<file path="src/rtl/mpmc11_pkg.sv">
// Shared mpmc11 controller types: controller state, write-pair slot and fill-FSM encoding.
// Pure type/constant package; no logic, no latency, no flow control.
// Pair width follows MPMC11_WID; blocks using mpmc11_wrpair_t must run at that width.
package mpmc11_pkg;

  localparam int MPMC11_WID  = 256;
  localparam int MPMC11_SELW = MPMC11_WID / 8;

  typedef enum logic [2:0] {
    ST_IDLE,
    PRESET1,
    PRESET2,
    PRESET3,
    ST_WRITE,
    ST_READ
  } mpmc11_state_t;

  typedef struct packed {
    logic [MPMC11_WID-1:0]  d0;
    logic [MPMC11_WID-1:0]  d1;
    logic [MPMC11_SELW-1:0] s0;
    logic [MPMC11_SELW-1:0] s1;
  } mpmc11_wrpair_t;

  typedef enum logic {
    WRF_BEAT0,
    WRF_BEAT1
  } mpmc11_wrfill_t;

endpackage

</file>
<file path="src/rtl/mpmc11_wrdata_mask.sv">
// Zeroes every data byte whose select bit is clear.
// Purely combinational, zero latency; no flow control.
// Only instantiated when MPMC11_WRBUF_MASK_ZERO_EN is defined.
module mpmc11_wrdata_mask #(
  parameter int WID  = 256,
  parameter int SELW = WID / 8
) (
  input  logic [WID-1:0]  data,
  input  logic [SELW-1:0] sel,
  output logic [WID-1:0]  masked
);

  always_comb begin
    masked = '0;
    for (int i = 0; i < SELW; i++) begin
      masked[8*i +: 8] = sel[i] ? data[8*i +: 8] : 8'h00;
    end
  end

endmodule

</file>
<file path="src/rtl/mpmc11_wrdata_pair_buf.sv">
// Packs write beats into two-beat pairs, double-buffered; head pair retires on PRESET3.
// Zero-cycle head latency from the slot registers; a pair completed at edge N is retirable at N+1.
// s_ready drops while both slots are full. MPMC11_WRBUF_MASK_ZERO_EN zeroes unselected bytes.
module mpmc11_wrdata_pair_buf
  import mpmc11_pkg::*;
#(
  parameter int WID  = 256,
  parameter int SELW = WID / 8
) (
  input  logic            clk,
  input  logic            rst,
  input  mpmc11_state_t   state,
  input  logic            s_valid,
  output logic            s_ready,
  input  logic [WID-1:0]  s_data,
  input  logic [SELW-1:0] s_sel,
  input  logic            s_last,
  output logic            pair_valid,
  output logic [WID-1:0]  dato1,
  output logic [WID-1:0]  dato2,
  output logic [SELW-1:0] selo1,
  output logic [SELW-1:0] selo2,
  output logic            underrun
);

  mpmc11_wrpair_t slot [2];
  logic           wr_ptr;
  logic           rd_ptr;
  logic [1:0]     count;
  mpmc11_wrfill_t fill;
  logic           underrun_q;
  logic [WID-1:0] beat_data;

`ifdef MPMC11_WRBUF_MASK_ZERO_EN
  mpmc11_wrdata_mask #(.WID(WID), .SELW(SELW)) u_mask (
    .data   (s_data),
    .sel    (s_sel),
    .masked (beat_data)
  );
`else
  assign beat_data = s_data;
`endif

  logic accept;
  logic complete;
  logic retire;

  assign s_ready  = (count < 2'd2);
  assign accept   = s_valid && s_ready;
  assign complete = accept && ((fill == WRF_BEAT1) || s_last);
  assign retire   = (state == PRESET3) && (count != 2'd0);

  always_ff @(posedge clk) begin
    if (rst) begin
      for (int i = 0; i < 2; i++) slot[i] <= '0;
      wr_ptr     <= 1'b0;
      rd_ptr     <= 1'b0;
      count      <= 2'd0;
      fill       <= WRF_BEAT0;
      underrun_q <= 1'b0;
    end else begin
      if (accept) begin
        if (fill == WRF_BEAT0) begin
          slot[wr_ptr].d0 <= beat_data;
          slot[wr_ptr].s0 <= s_sel;
          if (s_last) begin
            // Single-beat burst: the empty second half must not leak an older pair.
            slot[wr_ptr].d1 <= '0;
            slot[wr_ptr].s1 <= '0;
          end else begin
            fill <= WRF_BEAT1;
          end
        end else begin
          slot[wr_ptr].d1 <= beat_data;
          slot[wr_ptr].s1 <= s_sel;
          fill            <= WRF_BEAT0;
        end
      end
      if (complete) wr_ptr <= ~wr_ptr;
      if (retire)   rd_ptr <= ~rd_ptr;
      case ({complete, retire})
        2'b10:   count <= count + 2'd1;
        2'b01:   count <= count - 2'd1;
        default: count <= count;
      endcase
      if ((state == PRESET3) && (count == 2'd0)) underrun_q <= 1'b1;
    end
  end

  assign pair_valid = (count != 2'd0);
  assign dato1      = slot[rd_ptr].d0;
  assign dato2      = slot[rd_ptr].d1;
  assign selo1      = slot[rd_ptr].s0;
  assign selo2      = slot[rd_ptr].s1;
  assign underrun   = underrun_q;

endmodule
</file>
<file path="config.mk">
export PLATFORM = sky130hd
export DESIGN_NAME = mpmc11_wrdata_pair_buf
export DESIGN_NICKNAME = d
export VERILOG_FILES = /design/src/rtl/mpmc11_pkg.sv /design/src/rtl/mpmc11_wrdata_mask.sv /design/src/rtl/mpmc11_wrdata_pair_buf.sv
export SDC_FILE = /design/constraint.sdc
export NUM_CORES = 2
export LEC_CHECK = 0
export CELL_PAD_IN_SITES_DETAIL_PLACEMENT = 0
export CELL_PAD_IN_SITES_GLOBAL_PLACEMENT = 1
export CORE_ASPECT_RATIO = 1.1
export CORE_MARGIN = 2
export CORE_UTILIZATION = 44
export DETAILED_ROUTE_END_ITERATION = 10
export PLACE_DENSITY = 0.84
export SETUP_SLACK_MARGIN = 0.3
export SYNTH_ARGS = -nofsm -noshare
export SYNTH_HDL_FRONTEND = slang
export SYNTH_SLANG_ARGS = --single-unit
</file>
<file path="constraint.sdc">
create_clock -name clk -period 10.2 [get_ports clk]
set_clock_uncertainty 0.15 [all_clocks]
set_input_delay 1.53 -clock clk [delete_from_list [all_inputs] [get_ports clk]]
set_output_delay 1.53 -clock clk [all_outputs]
set_load 0.005 [all_outputs]
</file>
# ---- Word-level counts from Yosys, hierarchy flattened
# Memories as Yosys holds them, arrays and structs flattened. A register that Yosys moved wholly into a read port is not among the register bits.
# Index checks and enable logic that the tools add are counted.
dict set report totals {
  register_bits 6
  ram_bits 1152
  inputBits 295
  out_inout_bits 579
  elab_cells 50
  mem_count 1
}
dict set report op_classes {
  n_addsub 2
  order_cmp 1
  eq_ne 3
  muxes 25
  n_bitwise 4
  reduce_logical 9
}
# name depth word_bits read_ports rd_ports_with_merged_regs wr line
set memory_table {}
lappend memory_table {slot 2 576 1 1 2 mpmc11_wrdata_pair_buf.sv:26} ;# mpmc11_wrpair_t slot [2];
# op n
set op_table {}
lappend op_table {{$mux 576} 1}
lappend op_table {{$reduce_or 576->1} 1}
lappend op_table {{$mux 256} 1}
lappend op_table {{$mux 32} 1}
lappend op_table {{$mux 1} 20}
lappend op_table {{$logic_and 1x1->1} 4}
lappend op_table {{$pmux 2 s2} 1}
lappend op_table {{$reduce_bool 2->1} 2}
lappend op_table {{$eq 3x2->1 const B} 1}
lappend op_table {{$mux 3} 1}
lappend op_table {{$add 2x1->2 const B} 1}
lappend op_table {{$eq 2x1->1 const B} 1}
lappend op_table {{$eq 2x2->1 const B} 1}
lappend op_table {{$logic_not 2->1} 1}
lappend op_table {{$lt 2x2->1 const B} 1}
lappend op_table {{$not 1->1} 2}
lappend op_table {{$or 1x1->1} 2}
lappend op_table {{$sub 2x1->2 const B} 1}
lappend op_table {{$logic_or 1x1->1} 1}

# ---- Longest topological paths before layout
dict set report depth {
  depth_word 8
  ltp_mapped 8
  mapped_depth_nobuf 7
}

# ---- Least setup slack after synthesis
# OpenSTA, ideal clock, no wires.
dict set report synth_path {
  path_kind {input -> register}
  from {input rst}
  to {memory slot[0][0] (netlist name), enable pin}
  setup_ns 0.702
  arrival_time_ns 8.685
  required_ns 9.348
  slack_ns 0.663
  path_stages 2
  cell_sequence {clkbuf_1 nand2b_1}
}
# element line
set synth_rtl {}
lappend synth_rtl {{from (decl)} mpmc11_wrdata_pair_buf.sv:11} ;# input logic rst,
lappend synth_rtl {{to (decl)} mpmc11_wrdata_pair_buf.sv:26}

==> impl_metrics.yaml <==
cells_and_area:
  drive_above_1_share: 0.1907
  finalNonFillerCells: 5576
  syn2layout_area_growth_pct: 27.88
  layout_common_cells: "and2_1, edfxtp_1, clkdlybuf4s50_1, mux2_2, clkbuf_16"
  fill_cells: 8886
  nets: 4244
floorplanning:
  die_h_um: 355.9
  rows: 129
  fp.coreArea_um2: 112000
  pin_count: 874
  start_util: 0.4422
  dieWidth_um: 323.9
  die-area_um2: 115300
sta:
  relSlewSlack: 0.2811
  period_share: 0.5679
  setup_viol: 0
  fmax_ghz: 0.1726
  maxSlewViolCount: 0
  holdWs_ns: 0.4225
  hold_violations: 0
  rsz0062_at_grt: "no"
  worstMarginPinSlew_ns: 1.078
  tns_ns: 0
  post-route-min-period_ns: 5.793
power_and_ir_drop:
  p_total_w: 0.01099
  p_leak_nw: 23.35
  p_per_area_nw_per_um2: 173.5
  max-vdd-ir-drop_mv: 0.1328
logic_synthesis:
  avgSynthCellArea_um2: 15.90
  ys.flop_type: "edfxtp_1"
  synth_cells: 3116
  yosysSeqAreaShare: 0.7012
  ys_ff_latch: 1159
  netlist-cell-type-count: 31
  synth_edf_count: 1152
  yosysWarnings: 0
  syn-num-nets: 3412
  synth_area_um2: 49540
  async_flop_share: 0
worst_setup_path:
  cp_max_fo: 60
  startpoint_type: "flop"
  critPathArrivalTime_ns: 4.11
  end_kind: "output pin"
  critPathKind: "reg -> out"
  required_ns: 8.52
  ff2ff_path_depth: 5
clock_tree:
  cts_root_buf: "clkbuf_16"
  numCtsBuffers: 117
  cts_resized: 0
  cts_setup_buffers: 0
  cts_sinks: 1159
  clkLatencyLatePin_ns: 0.74
  cts_tree: "built"
  clock_path_buffers: 3
  htree_levels: 3
  clk_pin_slew_ns: 0.06
  hold_buffers: 0
routing:
  vias_per_cell: 5.006
  drt_first_pass_iters: 5
  ant_nets: 0
  drt-total-wl_um: 130400
  vias: 27911
  drcViolationCount: 0
  first_iter_violations: 1816
  wl_per_cell_um: 23.39
run_status:
  outcome: "complete, no violations"
run:
  maxCapViolCount: 0
placement:
  placed_cells: 5335
  gp_congestion: 0.7894
  dp_hpwl_um: 79610
  numPortBuffers: 873
hold_path:
  whs_path_depth: 2
  worst_hold_path_type: "reg -> reg"
grt:
  grt_pass1_vias: 28596
  grt_usage: 0.2212
  grt_pass1_wl_um: 187500
  antenna_found_initial: 38
  grt_overflow: 0
  grt_max_degree: 170
==> worst paths after layout <==
| check | startpoint | to | slack, ns |
|---|---|---|---|
| max | flop | dato2[120] | 4.41 |
| min reg2reg | wr_ptr$_SDFFE_PP0P_ | wr_ptr$_SDFFE_PP0P_ | 0.42 |
| max reg2reg | wr_ptr$_SDFFE_PP0P_ | slot[0][205]$_SDFFCE_PN0P_ | 6.59 |
| min | wr_ptr$_SDFFE_PP0P_ | wr_ptr$_SDFFE_PP0P_ | 0.42 |
==> cell usage after synthesis, types with 2 or more instances <==
master,count,area [µm²]
and2_1,1152,7207
edfxtp_1,1152,34590
mux2_2,578,6509
clkbuf_1,103,386.6
buf_2,61,305.3
clkbuf_2,23,115.1
dfxtp_1,7,140.1
nor2_1,7,26.28
inv_1,4,15.01
buf_6,3,33.78
a21oi_1,2,10.01
nand2b_1,2,12.51
o21ai_0,2,10.01
or2_2,2,12.51
or3_1,2,12.51
==> sequential cells by signal, indices dropped and copies added (netlist names), named ones only <==
register / cells
rd_ptr: 1
slot: 1152
count: 2
underrun: 1
wr_ptr: 1
fill: 1
==> critical path, stage by stage, from the launching register on <==
cell             delay (ns)
dfxtp_4                0.87
buf_4                  0.69
buf_4                  0.75
mux2_2                 0.42
clkdlybuf4s50_1        0.49
==> kinds of logic (layout without fill, tap and decap cells) <==
| family | after synthesis | after routing | synth area share |
|---|---|---|---|
| compound gates | 6 | 6 | 0.0007326 |
| xor+xnor | 2 | 2 | 0.0003537 |
| fa+ha+maj | 1 | 1 | 0.0002525 |
| buf+inv | 194 | 1120 | 0.01728 |
| flops | 1159 | 1159 | 0.7012 |
| mux | 579 | 579 | 0.1316 |
| other cells | 0 | 28 | 0 |
| simple gates | 1175 | 1175 | 0.1486 |
==> layout make-up <==
| cell class | instances | area [µm²] | share of cell area |
|---|---|---|---|
| Multi-Input combinational cell | 1763 | 13980 | 0.2207 |
| Sequential cell | 1159 | 34740 | 0.5484 |
| Timing Repair Buffer | 903 | 9101 | 0.1437 |
| Tap cell | 1506 | 1884 | 0.02975 |
| Antenna cell | 28 | 70.07 | 0.001106 |
| Inverter | 4 | 15.01 | 0.0002370 |
| Clock buffer | 146 | 3122 | 0.04928 |
| Clock inverter | 67 | 440.4 | 0.006952 |
==> metrics by stage <==
step,instance area [µm²],worst slack (ns),util
after global routing,63330,4.166,0.5654
after detailed placement,59720,4.627,0.5331
after CTS,63280,4.254,0.5649
final,63350,4.407,0.5655
after global placement,59720,4.752,0.5331
after floorplan,49540,0.6635,-
==> layer usage <==
metal,track usage,wire [µm],vias to the layer above
li1,-,-,12817
met1,0.2530,48740,14004
met2,0.3743,65410,832
met3,0.07156,10800,236
met4,0.1046,5345,22
met5,0,152,-
==> power by group <==
part	switching, W	total [W]	internal, W
registers	0.0000751	0.00565	0.00557
clock network	0.00179	0.00407	0.00227
logic	0.000586	0.00127	0.000687
total	0.00246	0.0110	0.00854
(Power assumes the default switching activity.)
